`config.mk`:
```
export PLATFORM = sky130hd
export DESIGN_NAME = bcd_serial_add_ctrl
export DESIGN_NICKNAME = d
export VERILOG_FILES = /design/src/rtl/bcd_pkg.sv /design/src/rtl/bcd_adder.sv /design/src/rtl/bcd_serial_add_ctrl.sv
export SDC_FILE = /design/constraint.sdc
export NUM_CORES = 1
export LEC_CHECK = 0
export BUFFER_PORTS_ARGS = -buffer_cell sky130_fd_sc_hd__buf_2
export CAP_MARGIN = 15
export CORE_MARGIN = 2
export CORE_UTILIZATION = 31
export CTS_CLUSTER_DIAMETER = 60
export DETAILED_ROUTE_END_ITERATION = 7
export GPL_TIMING_DRIVEN = 0
export PLACE_DENSITY_LB_ADDON = 0.3
export SLEW_MARGIN = 20
export SYNTH_ARGS = -nofsm -noshare
export SYNTH_HDL_FRONTEND = slang
export SYNTH_SLANG_ARGS = --single-unit
```
`constraint.sdc`:
```
create_clock -name clk -period 2.6 [get_ports clk]
set_clock_uncertainty 0.1 [all_clocks]
set_input_delay 0.52 -clock clk [delete_from_list [all_inputs] [get_ports clk]]
set_output_delay 0.52 -clock clk [all_outputs]
set_load 0.03 [all_outputs]
```
`src/rtl/bcd_pkg.sv`:
```
// Shared definitions for the serial packed-BCD adder: digit width, largest legal
// digit value and the sequencer state encoding.
package bcd_pkg;

    localparam int         BCD_DIGIT_W   = 4;
    localparam logic [3:0] BCD_MAX_DIGIT = 4'd9;

    typedef enum logic {
        S_IDLE = 1'b0,
        S_RUN  = 1'b1
    } state_t;

endpackage

```
`src/rtl/bcd_adder.sv`:
```
// Single-digit BCD adder cell: binary add with carry, then +6 correction when
// the binary sum overflows 4 bits or exceeds 9. Invalid digits are not masked.
module bcd_adder
    import bcd_pkg::*;
(
    input  logic [BCD_DIGIT_W-1:0] a,
    input  logic [BCD_DIGIT_W-1:0] b,
    input  logic                   cin,
    output logic [BCD_DIGIT_W-1:0] sum,
    output logic                   cout
);

    logic [BCD_DIGIT_W:0] bin_sum;
    logic                 correct;

    always_comb begin
        bin_sum = {1'b0, a} + {1'b0, b} + {{BCD_DIGIT_W{1'b0}}, cin};
        correct = bin_sum[BCD_DIGIT_W] || (bin_sum[BCD_DIGIT_W-1:0] > BCD_MAX_DIGIT);
        sum     = correct ? (bin_sum[BCD_DIGIT_W-1:0] + 4'd6) : bin_sum[BCD_DIGIT_W-1:0];
        cout    = correct;
    end

endmodule

```
`src/rtl/bcd_serial_add_ctrl.sv`:
```
// Multi-digit packed-BCD adder that feeds one digit pair per cycle, LSD first,
// through a shared bcd_adder cell. Optional invalid-digit flag: BCD_SEQ_VALIDATE_EN.
module bcd_serial_add_ctrl
    import bcd_pkg::*;
#(
    parameter int NUM_DIGITS = 4
) (
    input  logic                            clk,
    input  logic                            rst,
    input  logic                            start,
    input  logic [BCD_DIGIT_W*NUM_DIGITS-1:0] operand_a,
    input  logic [BCD_DIGIT_W*NUM_DIGITS-1:0] operand_b,
    input  logic                            carry_in,
    output logic                            busy,
    output logic                            done,
    output logic [BCD_DIGIT_W*NUM_DIGITS-1:0] result,
    output logic                            carry_out,
    output logic                            err
);

    localparam int W     = BCD_DIGIT_W * NUM_DIGITS;
    localparam int CNT_W = $clog2(NUM_DIGITS);
    localparam logic [CNT_W-1:0] LAST_CNT = CNT_W'(NUM_DIGITS - 1);

    state_t                   state;
    state_t                   state_next;
    logic                     accept;
    logic                     last_digit;
    logic [W-1:0]             a_sr;
    logic [W-1:0]             b_sr;
    logic [W-1:0]             res_sr;
    logic                     carry_r;
    logic [CNT_W-1:0]         cnt;
    logic [BCD_DIGIT_W-1:0]   cell_sum;
    logic                     cell_carry;

    bcd_adder u_cell (
        .a    (a_sr[BCD_DIGIT_W-1:0]),
        .b    (b_sr[BCD_DIGIT_W-1:0]),
        .cin  (carry_r),
        .sum  (cell_sum),
        .cout (cell_carry)
    );

    assign busy = (state == S_RUN);

    always_comb begin
        state_next = state;
        accept     = 1'b0;
        last_digit = 1'b0;
        case (state)
            S_IDLE: begin
                if (start) begin
                    accept     = 1'b1;
                    state_next = S_RUN;
                end
            end
            S_RUN: begin
                if (cnt == LAST_CNT) begin
                    last_digit = 1'b1;
                    state_next = S_IDLE;
                end
            end
            default: state_next = S_IDLE;
        endcase
    end

    always_ff @(posedge clk) begin
        if (rst) begin
            state     <= S_IDLE;
            a_sr      <= '0;
            b_sr      <= '0;
            res_sr    <= '0;
            carry_r   <= 1'b0;
            cnt       <= '0;
            result    <= '0;
            carry_out <= 1'b0;
            done      <= 1'b0;
        end else begin
            state <= state_next;
            done  <= 1'b0;
            if (accept) begin
                a_sr    <= operand_a;
                b_sr    <= operand_b;
                carry_r <= carry_in;
                cnt     <= '0;
                res_sr  <= '0;
            end else if (state == S_RUN) begin
                // New digit enters at the top so digit 0 ends up in the low nibble.
                res_sr  <= {cell_sum, res_sr[W-1:BCD_DIGIT_W]};
                a_sr    <= {{BCD_DIGIT_W{1'b0}}, a_sr[W-1:BCD_DIGIT_W]};
                b_sr    <= {{BCD_DIGIT_W{1'b0}}, b_sr[W-1:BCD_DIGIT_W]};
                carry_r <= cell_carry;
                if (!last_digit) begin
                    cnt <= cnt + CNT_W'(1);
                end
                if (last_digit) begin
                    result    <= {cell_sum, res_sr[W-1:BCD_DIGIT_W]};
                    carry_out <= cell_carry;
                    done      <= 1'b1;
                end
            end
        end
    end

`ifdef BCD_SEQ_VALIDATE_EN
    logic digit_bad;
    logic bad_flag;

    assign digit_bad = (a_sr[BCD_DIGIT_W-1:0] > BCD_MAX_DIGIT) ||
                       (b_sr[BCD_DIGIT_W-1:0] > BCD_MAX_DIGIT);

    // Sticky per operation; the final digit is folded in directly at the done edge.
    always_ff @(posedge clk) begin
        if (rst) begin
            bad_flag <= 1'b0;
            err      <= 1'b0;
        end else begin
            if (accept) begin
                bad_flag <= 1'b0;
            end else if ((state == S_RUN) && digit_bad) begin
                bad_flag <= 1'b1;
            end
            if (last_digit) begin
                err <= bad_flag || digit_bad;
            end
        end
    end
`else
    assign err = 1'b0;
`endif

endmodule
```
==> results.sh, run 1 <==
export IMPL_routedWlPerCell_um=12.9
export IMPL_path_clk_slew_ns=0.08
export IMPL_core_um2=8680
export IMPL_end_kind="register"
export IMPL_ys_warn_count=0
export IMPL_fmax_mhz=404
export IMPL_worstHoldPathType="input port to register"
export IMPL_fin_area_um2=3360
export IMPL_final_cell_mix="74 x nor2_1, 66 x dfxtp_1, 61 x buf_2"
export IMPL_worst_ir_drop_vdd_mv=0.391
export IMPL_grt_max_degree=13
export IMPL_synth_cells=294
export IMPL_drt_pre_antenna_iters=4
export IMPL_die_w_um=98.3
export IMPL_fin_cells=471
export IMPL_rows=34
export IMPL_async_reset_ff_frac=0
export IMPL_placed_area_um2=3160
export IMPL_layout_commonest_cell="nor2_1"
export IMPL_wirelength_mm=6.09
export IMPL_cap_violations=0
export IMPL_seqCellArea_um2=1320
export IMPL_status="completed"
export IMPL_area_growth_pct=22.0
export IMPL_syn_avg_cell_area_um2=9.38
export IMPL_cts_sinks=66
export IMPL_chipHeight_um=98.3
export IMPL_clk_path_buf_depth=2
export IMPL_drtIter0Drc=82
export IMPL_setup_violations=0
export IMPL_final_util=0.387
export IMPL_drv_slew=0
export IMPL_hpwl_mm=4.49
export IMPL_synth_edf_count=0
export IMPL_synth_cell_type_count=35
export IMPL_critPathArrivalTime_ns=2.64
export IMPL_fill_cells=915
export IMPL_diodes=0
export IMPL_hold_viol=0
export IMPL_rsz0062_at_grt="false"
export IMPL_wl_met1_mm=2.92
export IMPL_placed_cells=455
export IMPL_syn_area_um2=2760
export IMPL_setup_tns_ns=0
export IMPL_period_share=0.952
export IMPL_antenna_found_initial=0
export IMPL_ys_ff_latch=66
export IMPL_crit_type="register to register"
export IMPL_htree_levels=3
export IMPL_wl_met2_mm=2.71
export IMPL_top_level_ports=56
export IMPL_grt_usage=0.126
export IMPL_yosys_most_used_dff="dfxtp_1"
export IMPL_synth_top_area_share=0.479
export IMPL_grt_ovfl_total=0
export IMPL_drc_errors=0
export IMPL_seq_area_frac_synth=0.479
export IMPL_start_util=0.318
export IMPL_slew_headroom=0.534
export IMPL_worstPathMaxFanout=5
export IMPL_p_leak_nw=1.54
export IMPL_port_buffers=53
export IMPL_first_global_vias=1984
export IMPL_ys_top_cells_by_area="dfxtp_1 48%, mux2i_1 15%, nor2_1 10%"
export IMPL_synthesis_nets=336
export IMPL_clkLatencyLatePin_ns=0.35
export IMPL_start_kind="register"
export IMPL_fin_crit_ns=2.48
export IMPL_crit_required_ns=2.76
export IMPL_wl_met3_um=382
export IMPL_multi_input_comb_area_um2=1330
export IMPL_die_area_um2=9660
export IMPL_p_per_area_nw_per_um2=658
export IMPL_fin_nets=400
export IMPL_worst_slew_pin_slew_ns=0.699
export IMPL_top_layer_used="met4"
export IMPL_cts_root_buf="clkbuf_8"
export IMPL_drt_vias_per_instance=4.70
export IMPL_vias=2212
export IMPL_p_total_w=0.00221
export IMPL_cts_tree="done"
export IMPL_cts_buffers=9
export IMPL_place_congestion=0.835
export IMPL_synth_top_cell_by_area="dfxtp_1"
export IMPL_final_antenna_net_count=0
export IMPL_drive_above_1_share=0.240
export IMPL_grt_pass1_wl_mm=9.68
==> final timing paths <==
check	startpoint	end	slack (ns)	depth (start not counted)
max	a_sr[0]	res_sr[13]	0.12	7
min	operand_b[14]	b_sr[14]	0.30	3
max reg2reg	a_sr[0]	res_sr[13]	0.12	7
min reg2reg	res_sr[6]	result[2]	0.37	1
==> cell usage after synthesis, types with 3 or more instances <==
cell type,n
mux2i_1,42
ha_1,4
a22o_1,14
buf_2,8
nor2_1,74
nand2_1,6
clkbuf_1,9
inv_1,3
a21oi_1,29
a211oi_1,5
dfxtp_1,66
o21ai_0,6
==> layout make-up <==
| class | instances | area share |
|---|---|---|
| sequential | 66 | 0.393 |
| clock inverter | 6 | 0.0194 |
| multi-input combinational | 205 | 0.396 |
| inverter | 3 | 0.00335 |
| clock buffer | 10 | 0.0409 |
| buffer | 20 | 0.0287 |
| tap | 108 | 0.0402 |
| timing repair buffer | 53 | 0.0789 |
==> metrics by stage <==
stage	hold slack, ns	setup WS [ns]
floorplan	0.342	0.255
global placement	0.354	0.0889
detailed placement	0.351	0.0398
CTS	0.293	0.0112
global route	0.314	0.0231
finish	0.305	0.124
==> logic make-up after synthesis <==
kind of cell    count (synthesis)  share of synthesized area
compound gates                 65                      0.155
xor+xnor                        2                    0.00908
fa+ha+maj                       6                     0.0327
buf+inv                        23                     0.0390
flops                          66                      0.479
mux                            42                      0.153
other cells                     1                    0.00136
simple gates                   89                      0.131
==> worst max-delay path, cell delays in order (launching register included) <==
cell and delay [ns]:
dfxtp_1 0.36, fa_1 0.50, fa_2 0.42, xor2_2 0.21
nor2_2 0.07, o31a_1 0.33, o21a_1 0.21, a211oi_2 0.20
==> flip-flops by register name, indices dropped and copies added (netlist names) <==
| name | count |
|---|---|
| a_sr | 16 |
| b_sr | 16 |
| busy | 1 |
| carry_out | 1 |
| carry_r | 1 |
| cnt | 2 |
| done | 1 |
| res_sr | 12 |
| result | 16 |
==> power breakdown <==
part | internal (W) | total, W | switching, W
Sequential | 0.00105 | 0.00107 | 0.0000262
Combinational | 0.000116 | 0.000268 | 0.000152
Clock | 0.000470 | 0.000870 | 0.000400
==> routing by layer <==
metal	vias to the layer above	track usage
met3	9	0.0429
li1	1141	-
met4	0	0.0411
met5	-	0
met1	996	0.160
met2	66	0.201
==> what timing repair did <==
action	4_1_cts	5_1_grt
setup buffers	0	0
setup endpoints to repair	0	2
hold buffers	0	0
gates resized for setup	0	1
(Power assumes the default switching activity.)
==> inputs of run 2 (changes only) <==
--- a/config.mk
+++ b/config.mk
@@ -7,7 +7,7 @@
 export LEC_CHECK = 0
 export BUFFER_PORTS_ARGS = -buffer_cell sky130_fd_sc_hd__buf_2
 export CAP_MARGIN = 15
-export CORE_MARGIN = 2
+export CORE_MARGIN = 3
 export CORE_UTILIZATION = 31
 export CTS_CLUSTER_DIAMETER = 60
 export DETAILED_ROUTE_END_ITERATION = 7
==> run 2 against run 1 <==
- combinational power hardly changed
- final cell count down 0.64%
- critical path depth did not move
- critical path type unchanged
- largest cell class unchanged
- largest power group unchanged
==> results.sh, run 2 (synthesized netlist as in run 1, its figures left out) <==
export IMPL_port_buffers=53
export IMPL_diodes=0
export IMPL_crit_chain="fa_1 -> fa_2 -> xor2_2 -> nor2_2 -> o31a_1 -> o21a_1 -> a211oi_2"
export IMPL_period_share=0.943
export IMPL_swShare=0.263
export IMPL_cts_tree="done"
export IMPL_drv_slew=0
export IMPL_fin_nets=400
export IMPL_p_leak_nw=1.53
export IMPL_p_total_w=0.00218
export IMPL_start_kind="register"
export IMPL_p_switching_w=0.000573
export IMPL_fin_cells=468
export IMPL_core_um2=8420
export IMPL_placed_cells=452
export IMPL_rsz0062_at_grt="false"
export IMPL_reg_top3="a_sr x16, b_sr x16, result x16"
export IMPL_vias=2193
export IMPL_die_w_um=100
export IMPL_final_antenna_net_count=0
export IMPL_path_buf_inv=0
export IMPL_worst_ir_drop_vdd_mv=0.376
export IMPL_seq_power_share=0.494
export IMPL_htree_levels=3
export IMPL_grt_pass1_wl_mm=10.0
export IMPL_antenna_found_initial=0
export IMPL_path_clk_slew_ns=0.07
export IMPL_critPathSlowestCell="fa_1"
export IMPL_clkLatencyLatePin_ns=0.34
export IMPL_top_level_ports=56
export IMPL_drive_above_1_share=0.240
export IMPL_hpwl_mm=4.60
export IMPL_drt_vias_per_instance=4.69
export IMPL_fmax_mhz=408
export IMPL_grt_max_degree=13
export IMPL_startpoint="a_sr[0]"
export IMPL_worstPathMaxFanout=5
export IMPL_cap_violations=0
export IMPL_final_cell_mix="74 x nor2_1, 66 x dfxtp_1, 61 x buf_2"
export IMPL_die_area_um2=10100
export IMPL_hold_viol=0
export IMPL_cts_root_buf="clkbuf_8"
export IMPL_first_global_vias=2079
export IMPL_top_layer_used="met4"
export IMPL_clock_power_share=0.383
export IMPL_crit_family="adder cells"
export IMPL_drc_errors=0
export IMPL_combPwrFrac=0.124
export IMPL_grt_ovfl_total=0
export IMPL_setup_violations=0
export IMPL_cts_sinks=66
export IMPL_fill_cells=901
export IMPL_area_growth_pct=21.5
export IMPL_start_util=0.327
export IMPL_p_per_area_nw_per_um2=650
export IMPL_wl_met2_mm=2.74
export IMPL_drtIter0Drc=64
export IMPL_p_int_w=0.00160
export IMPL_crit_required_ns=2.77
export IMPL_fin_crit_ns=2.45
export IMPL_setup_tns_ns=0
export IMPL_postCtsSetupRepairBufs=0
export IMPL_slew_headroom=0.513
export IMPL_min_delay_start="operand_b[12]"
export IMPL_wirelength_mm=6.24
export IMPL_drt_pre_antenna_iters=4
export IMPL_placed_area_um2=3150
export IMPL_clk_path_buf_depth=2
export IMPL_place_congestion=0.786
export IMPL_routedWlPerCell_um=13.3
export IMPL_grt_usage=0.128
export IMPL_wl_met1_mm=3.01
export IMPL_layout_commonest_cell="nor2_1"
export IMPL_r2r_start="a_sr[0]"
export IMPL_chipHeight_um=100
export IMPL_wl_met3_um=395
export IMPL_fin_area_um2=3350
export IMPL_status="completed"
export IMPL_critPathArrivalTime_ns=2.62
export IMPL_worst_slew_pin_slew_ns=0.731
export IMPL_cpPeakStageDelay_ns=0.48
export IMPL_crit_type="register to register"
export IMPL_rows=33
export IMPL_end_kind="register"
export IMPL_cts_buffers=9
export IMPL_worstHoldPathType="input port to register"
==> run 2: power by group through the flow <==
| stage | sequential [W] | combinational [W] | clock, W |
|---|---|---|---|
| 3_5_place_dp | 0.00110 | 0.000270 | 0 |
| 3_3_place_gp | 0.00110 | 0.000266 | 0 |
| 2_1_floorplan | 0.00109 | 0.000197 | 0 |
| 6_report | 0.00107 | 0.000269 | 0.000834 |
| 4_1_cts | 0.00107 | 0.000272 | 0.000857 |
| 5_1_grt | 0.00108 | 0.000302 | 0.000898 |
==> run 2: repair_timing <==
item | in CTS | in global routing
endpoints found under the hold margin | 0 | 0
gates resized for setup | 0 | 1
hold buffers | 0 | 0
endpoints found under the setup margin | 0 | 2
==> run 2: per-layer routing <==
metal | vias to the layer above | track usage
met5 | - | 0
met4 | 0 | 0.0466
met3 | 10 | 0.0403
met2 | 60 | 0.199
met1 | 985 | 0.166
li1 | 1138 | -
==> run 2: worst paths after layout <==
check        slack, ns  depth (start not counted)         end
max               0.15                          7  res_sr[13]
min               0.31                          3    b_sr[12]
max reg2reg       0.15                          7  res_sr[13]
min reg2reg       0.37                          1   result[2]
==> run 2: metrics by stage <==
step	worst slack [ns]	util	hold WS [ns]
2_1_floorplan	0.255	-	0.342
3_3_place_gp	0.0883	0.374	0.354
3_5_place_dp	0.0656	0.374	0.359
4_1_cts	0.0460	0.397	0.295
5_1_grt	0.0368	0.398	0.302
6_report	0.148	0.398	0.308
==> run 2: worst register-to-register path: cells and delay by family (launching register included) <==
kind | cells | cell delay (ns)
AO/OA/AOI/OAI | 3 | 0.75
XOR/XNOR | 1 | 0.21
adder cells (fa/ha/maj) | 2 | 0.91
flip-flops | 1 | 0.35
AND/OR/NAND/NOR | 1 | 0.07
==> run 2: layout make-up <==
| cell class | instances | area (um2) | area share |
|---|---|---|---|
| buffer | 20 | 96.3 | 0.0288 |
| clock buffer | 9 | 124 | 0.0370 |
| clock inverter | 7 | 70.1 | 0.0209 |
| inverter | 3 | 11.3 | 0.00336 |
| multi-input combinational | 205 | 1330 | 0.397 |
| sequential | 66 | 1320 | 0.394 |
| tap | 105 | 131 | 0.0392 |
| timing repair buffer | 53 | 265 | 0.0792 |
